## src/rtl/alu_issue_arbiter_pkg.sv

```systemverilog
// alu_issue_arbiter_pkg: ALU command encodings and NZCV bit positions shared by the ALU issue path.
package alu_issue_arbiter_pkg;
    localparam logic [3:0] CMD_MOV = 4'd0;
    localparam logic [3:0] CMD_MVN = 4'd1;
    localparam logic [3:0] CMD_ADD = 4'd2;
    localparam logic [3:0] CMD_ADC = 4'd3;
    localparam logic [3:0] CMD_SUB = 4'd4;
    localparam logic [3:0] CMD_SBC = 4'd5;
    localparam logic [3:0] CMD_AND = 4'd6;
    localparam logic [3:0] CMD_ORR = 4'd7;
    localparam logic [3:0] CMD_EOR = 4'd8;
    localparam logic [3:0] CMD_CMP = 4'd9;
    localparam logic [3:0] CMD_TST = 4'd10;
    localparam logic [3:0] CMD_LDR = 4'd11;
    localparam logic [3:0] CMD_STR = 4'd12;
    localparam int NZCV_N = 3;
    localparam int NZCV_Z = 2;
    localparam int NZCV_C = 1;
    localparam int NZCV_V = 0;
endpackage

```

## src/rtl/alu_issue_arbiter_rr_arbiter2.sv

```systemverilog
// rr_arbiter2: two-way round-robin grant; on a tie the requester that did not win last time gets it.
module rr_arbiter2 (
    input  logic       clk,
    input  logic       rst_n,
    input  logic [1:0] valid_i,
    input  logic       update_i,
    output logic       grant_o,
    output logic       any_o
);
    logic rr_last_q;
    assign grant_o = &valid_i ? ~rr_last_q : valid_i[1];
    assign any_o   = |valid_i;
    // Reset to 1 so requester 0 wins the first tie.
    always_ff @(posedge clk or negedge rst_n) begin
        if (!rst_n)
            rr_last_q <= 1'b1;
        else if (update_i)
            rr_last_q <= grant_o;
    end
endmodule

```

## src/rtl/alu_issue_arbiter.sv

```systemverilog
// alu_issue_arbiter: serializes two requesters onto one combinational ALU, returns tagged results
// over valid/ready and owns the architectural NZCV register.
module alu_issue_arbiter
    import alu_issue_arbiter_pkg::*;
#(
    parameter int DATA_W = 32,
    parameter int CMD_W  = 4
) (
    input  logic              clk,
    input  logic              rst_n,
    input  logic              flush,
    input  logic              req0_valid,
    output logic              req0_ready,
    input  logic [CMD_W-1:0]  req0_cmd,
    input  logic [DATA_W-1:0] req0_val1,
    input  logic [DATA_W-1:0] req0_val2,
    input  logic              req0_s,
    input  logic              req1_valid,
    output logic              req1_ready,
    input  logic [CMD_W-1:0]  req1_cmd,
    input  logic [DATA_W-1:0] req1_val1,
    input  logic [DATA_W-1:0] req1_val2,
    input  logic              req1_s,
    output logic [CMD_W-1:0]  alu_cmd,
    output logic [DATA_W-1:0] alu_val1,
    output logic [DATA_W-1:0] alu_val2,
    output logic              alu_c_in,
    input  logic [DATA_W-1:0] alu_out,
    input  logic              alu_n,
    input  logic              alu_z,
    input  logic              alu_c,
    input  logic              alu_v,
    output logic              resp_valid,
    input  logic              resp_ready,
    output logic              resp_id,
    output logic [DATA_W-1:0] resp_data,
    output logic [3:0]        resp_nzcv,
    output logic [3:0]        status_nzcv
);
    typedef enum logic [1:0] {IDLE, EXEC, RESP} state_e;
    state_e            state_q, state_d;
    logic              gnt, any_valid, accept;
    logic [CMD_W-1:0]  cmd_q;
    logic [DATA_W-1:0] val1_q, val2_q, data_q;
    logic              s_q, id_q;
    logic [3:0]        nzcv_q, status_q;

    rr_arbiter2 u_arb (
        .clk      (clk),
        .rst_n    (rst_n),
        .valid_i  ({req1_valid, req0_valid}),
        .update_i (accept),
        .grant_o  (gnt),
        .any_o    (any_valid)
    );

    // rst_n gates the handshake so readies read 0 while reset is held.
    assign accept = rst_n & (state_q == IDLE) & ~flush & any_valid;

    always_ff @(posedge clk or negedge rst_n) begin
        if (!rst_n)
            state_q <= IDLE;
        else
            state_q <= state_d;
    end

    always_comb begin
        state_d = flush             ? IDLE :
                  state_q == IDLE   ? (accept ? EXEC : IDLE) :
                  state_q == EXEC   ? RESP :
                  resp_ready        ? IDLE : RESP;
    end

    always_comb begin
        req0_ready = accept & ~gnt;
        req1_ready = accept & gnt;
        resp_valid = state_q == RESP;
    end

    always_ff @(posedge clk or negedge rst_n) begin
        if (!rst_n) begin
            cmd_q    <= '0;
            val1_q   <= '0;
            val2_q   <= '0;
            s_q      <= 1'b0;
            id_q     <= 1'b0;
            data_q   <= '0;
            nzcv_q   <= '0;
            status_q <= '0;
        end else begin
            if (accept) begin
                cmd_q  <= gnt ? req1_cmd  : req0_cmd;
                val1_q <= gnt ? req1_val1 : req0_val1;
                val2_q <= gnt ? req1_val2 : req0_val2;
                s_q    <= gnt ? req1_s    : req0_s;
                id_q   <= gnt;
            end
            // A flushed op never reaches the result or status registers.
            if (state_q == EXEC && !flush) begin
                data_q <= alu_out;
                nzcv_q <= {alu_n, alu_z, alu_c, alu_v};
                if (s_q)
                    status_q <= {alu_n, alu_z, alu_c, alu_v};
            end
        end
    end

    assign alu_cmd     = cmd_q;
    assign alu_val1    = val1_q;
    assign alu_val2    = val2_q;
    assign alu_c_in    = status_q[NZCV_C];
    assign resp_id     = id_q;
    assign resp_data   = data_q;
    assign resp_nzcv   = nzcv_q;
    assign status_nzcv = status_q;
endmodule

```

## config.mk

```make
export PLATFORM = sky130hd
export DESIGN_NAME = alu_issue_arbiter
export DESIGN_NICKNAME = d
export VERILOG_FILES = /design/src/rtl/alu_issue_arbiter_pkg.sv /design/src/rtl/alu_issue_arbiter_rr_arbiter2.sv /design/src/rtl/alu_issue_arbiter.sv
export SDC_FILE = /design/constraint.sdc
export NUM_CORES = 1
export LEC_CHECK = 0
export ABC_AREA = 1
export CAP_MARGIN = 20
export CORE_MARGIN = 8
export CORE_UTILIZATION = 40
export CTS_BUF_LIST = sky130_fd_sc_hd__clkbuf_4
export CTS_CLUSTER_SIZE = 28
export DETAILED_ROUTE_END_ITERATION = 8
export GPL_TIMING_DRIVEN = 0
export PLACE_DENSITY = 0.82
export SYNTH_ARGS = -nofsm -noshare
export SYNTH_HDL_FRONTEND = slang
export SYNTH_SLANG_ARGS = --single-unit
```

## constraint.sdc

```tcl
create_clock -name clk -period 2.38 [get_ports clk]
set_clock_uncertainty 0.1 [all_clocks]
set_input_delay 0.238 -clock clk [delete_from_list [all_inputs] [get_ports clk]]
set_output_delay 0.238 -clock clk [all_outputs]
set_load 0.02 [all_outputs]
```

==> summary.txt <==
Outcome
  • Status: finished, final reports clean

Timing
  • Hold Fails Final Rpt: 0
  • Crit path time final: 2.20 ns
  • Max-slew violation count: 0
  • Fin crit share: 92.3%
  • Setup TNS: 0 ns
  • Max-Slew Margin vs Limit: 64.4%
  • RSZ-0062 raised after global routing: no
  • Final setup viols: 0
  • Worst-margin pin slew: 0.535 ns
  • Max Freq: 0.455 GHz

Drt
  • Initial DRC Count: 276
  • Antenna Violating Nets Remaining: 0
  • DRC Markers: 0
  • First drt pass iteration count: 4
  • Vias per cell: 4.71
  • Post-DR wirelength/cell: 16.3 um
  • Via count: 5777
  • Total wire length: 20.0 mm

Global routing
  • Largest net degree at the start of global routing: 68
  • Vias in the first global route: 5947
  • Grt ovf: 0
  • Initial antenna violation count: 0
  • First-pass GRT wire length: 31.8 mm
  • GRT Total Usage: 23.2%

Hold path
  • Hold path startpoint: req1_valid
  • Hold Path Sink: u_arb.rr_last_q$_DFFE_PN1N_
  • Worst hold path depth: 5
  • HP Class: input port to register

Setup path
  • WP buf/inv: 2
  • Reg2reg path depth: 7
  • CP max-delay cell: dfrtp_1
  • Dominant delay contributor by cell family on the critical path: buffers and inverters
  • Delay of the slowest cell on the worst path: 0.41 ns
  • Cell Chain, Critical Path: buf_2 > nor2_4 > nand3_4 > nor2_1 > clkdlybuf4s15_2
  • Crit Path Max Fanout: 9
  • Critical Path RT: 2.04 ns
  • Critical Path AT: 1.86 ns
  • R2R Path Start: state_q[0]$_DFF_PN0_
  • Crit start category: register
  • FF-to-FF setup slack: 0.67 ns
  • RR Endpoint: alu_val2[2]$_DFFE_PN0N_
  • Crit. End Element: output port
  • Crit Path Class: register to output port

Yosys
  • Post-synth cell types: 19
  • Top post-synthesis cells by area: dfrtp_1 52%, nand2_1 30%, nand3_1 9.5%
  • Synth top area share: 52.3%
  • Syn. warnings: 0
  • Mapped Area: 0.00536 mm2
  • Post-synth top area cell: dfrtp_1
  • Synth async-reset ratio: 100%
  • Most used DFF post-synth: dfrtp_1
  • Syn nets: 898
  • Register area share after synthesis: 52.8%
  • Cells after Synth: 718
  • Post-synth EDFFs: 0
  • Mean Syn Cell Area: 7.47 um2
  • Seq cells post-synth: 113
  • Synth cell count leaders: 426 x nand2_1, 112 x dfrtp_1, 102 x nand3_1
  • Top-count cell post-synth: nand2_1

Die
  • Die W: 132 um
  • Std-Cell Rows: 42
  • Initial Utilization: 40.6%
  • Die Area: 0.0174 mm2
  • Die height: 132 um
  • Core footprint: 0.0132 mm2
  • I/O pin total: 293

Placed design
  • Final HPWL DP: 15.4 mm
  • Port buffer count: 291
  • GPL Wtd Cong: 0.833

Clocking
  • H-Tree Depth: 4
  • Longest Clk Path Bufs: 2
  • Clock slew at reported path FFs: 0.09 ns
  • Clock root cell: clkbuf_4
  • TritonCTS Buffers: 17
  • CTS tree: built
  • Clk sinks: 113
  • Worst skew pair latency: 0.52 ns

Power and ir drop
  • Static Leak: 4.52 nW
  • Max VDD drop: 0.325 mV
  • Power per Cell Area: 794 mW/mm2

Finish
  • Share of cells above drive strength 1: 7.14%
  • Nets: 1217
  • Area grow syn2layout: 66.9%
  • Fin util: 67.9%
  • Antenna cells: 0

Job
  • Max-cap violations: 0
## area by class of cell
class	count	area (um2)
buffer	46	253
clock inverter	13	168
clock buffer	19	143
timing repair buffer	302	3030
tap	176	220
multi-input combinational	546	2260
inverter	11	41.3
sequential	113	2830
fill	1115	4240
## cell families after synthesis
group                  share of synthesized area, %
flip-flops                                     52.8
AO/OA/AOI/OAI                                  1.05
buffers and inverters                          5.62
AND/OR/NAND/NOR                                40.6
## cell usage in the layout (no fill, tap or decap), types with 2 or more instances in the layout
cell type	n
buf_4	11
buf_6	8
bufinv_16	4
buf_2	13
buf_1	3
dfrtp_1	112
nor2_1	3
clkdlybuf4s50_1	287
clkinv_2	5
clkbuf_4	19
clkinvlp_4	2
buf_16	2
o21ai_0	8
nand3_1	102
nand2_1	424
inv_1	11
clkbuf_1	20
clkinv_1	2
## power breakdown
group          total (mW)  switching [mW]  internal (mW)
registers            2.66           0.274           2.39
logic                2.87            1.49           1.38
clock network        1.58           0.736          0.840
## repair_timing
action	in CTS	in global routing
pin swaps	1	3
gates resized for setup	13	3
endpoints found under the setup margin	3	2
setup buffers	1	7
hold buffers	2	0
endpoints found under the hold margin	113	0
## per-layer routing
metal | GRT usage (%) | part of all wire (%) | vias to the layer above
met2 | 38.7 | 49 | 255
met3 | 10.3 | 10 | 19
li1 | - | - | 2882
met1 | 26.5 | 40 | 2621
met4 | 6.25 | 1.2 | 0
met5 | 0 | 0 | -
## worst max-delay path by stage
stage                                           start    endpoint  slack, ns  depth (start not counted)
after global placement                          rst_n  req1_ready      -4.18                          6
after floorplan           u_arb.rr_last_q$_DFFE_PN1N_  req0_ready       0.73                          5
final                            state_q[0]$_DFF_PN0_  req0_ready       0.18                          5
after detailed placement                   req0_valid  req0_ready      -0.55                          7
after global routing             state_q[0]$_DFF_PN0_  req0_ready       0.05                          5
after CTS                        state_q[0]$_DFF_PN0_  req0_ready       0.01                          5
## worst register-to-register path, stage by stage, from the launching register on
cell	delay, ns
dfrtp_1	0.41
buf_2	0.19
nor2_4	0.18
nand3_4	0.14
buf_4	0.19
clkbuf_1	0.23
nand2_1	0.13
nand2_1	0.06
## metrics by stage
stage	setup WS, ns	total power [mW]	hold WS [ns]	cells	area (um2)
finish	0.184	7.10	0.102	1226	8950
global route	0.0522	7.53	0.0887	1226	8950
CTS	0.0101	7.15	0.115	1219	8900
detailed placement	-0.547	5.54	0.105	1186	8520
global placement	-4.18	5.48	0.352	1185	8490
floorplan	0.730	3.94	-0.158	718	5360
## registers in the layout, summed over array words and instances, names as in the netlist
register,cells
status_nzcv,4
resp_data,32
resp_id,1
state_q,2
s_q,1
alu_val2,32
alu_val1,32
resp_nzcv,4
u_arb.rr_last_q,1
alu_cmd,4
(Power assumes the default switching activity.)
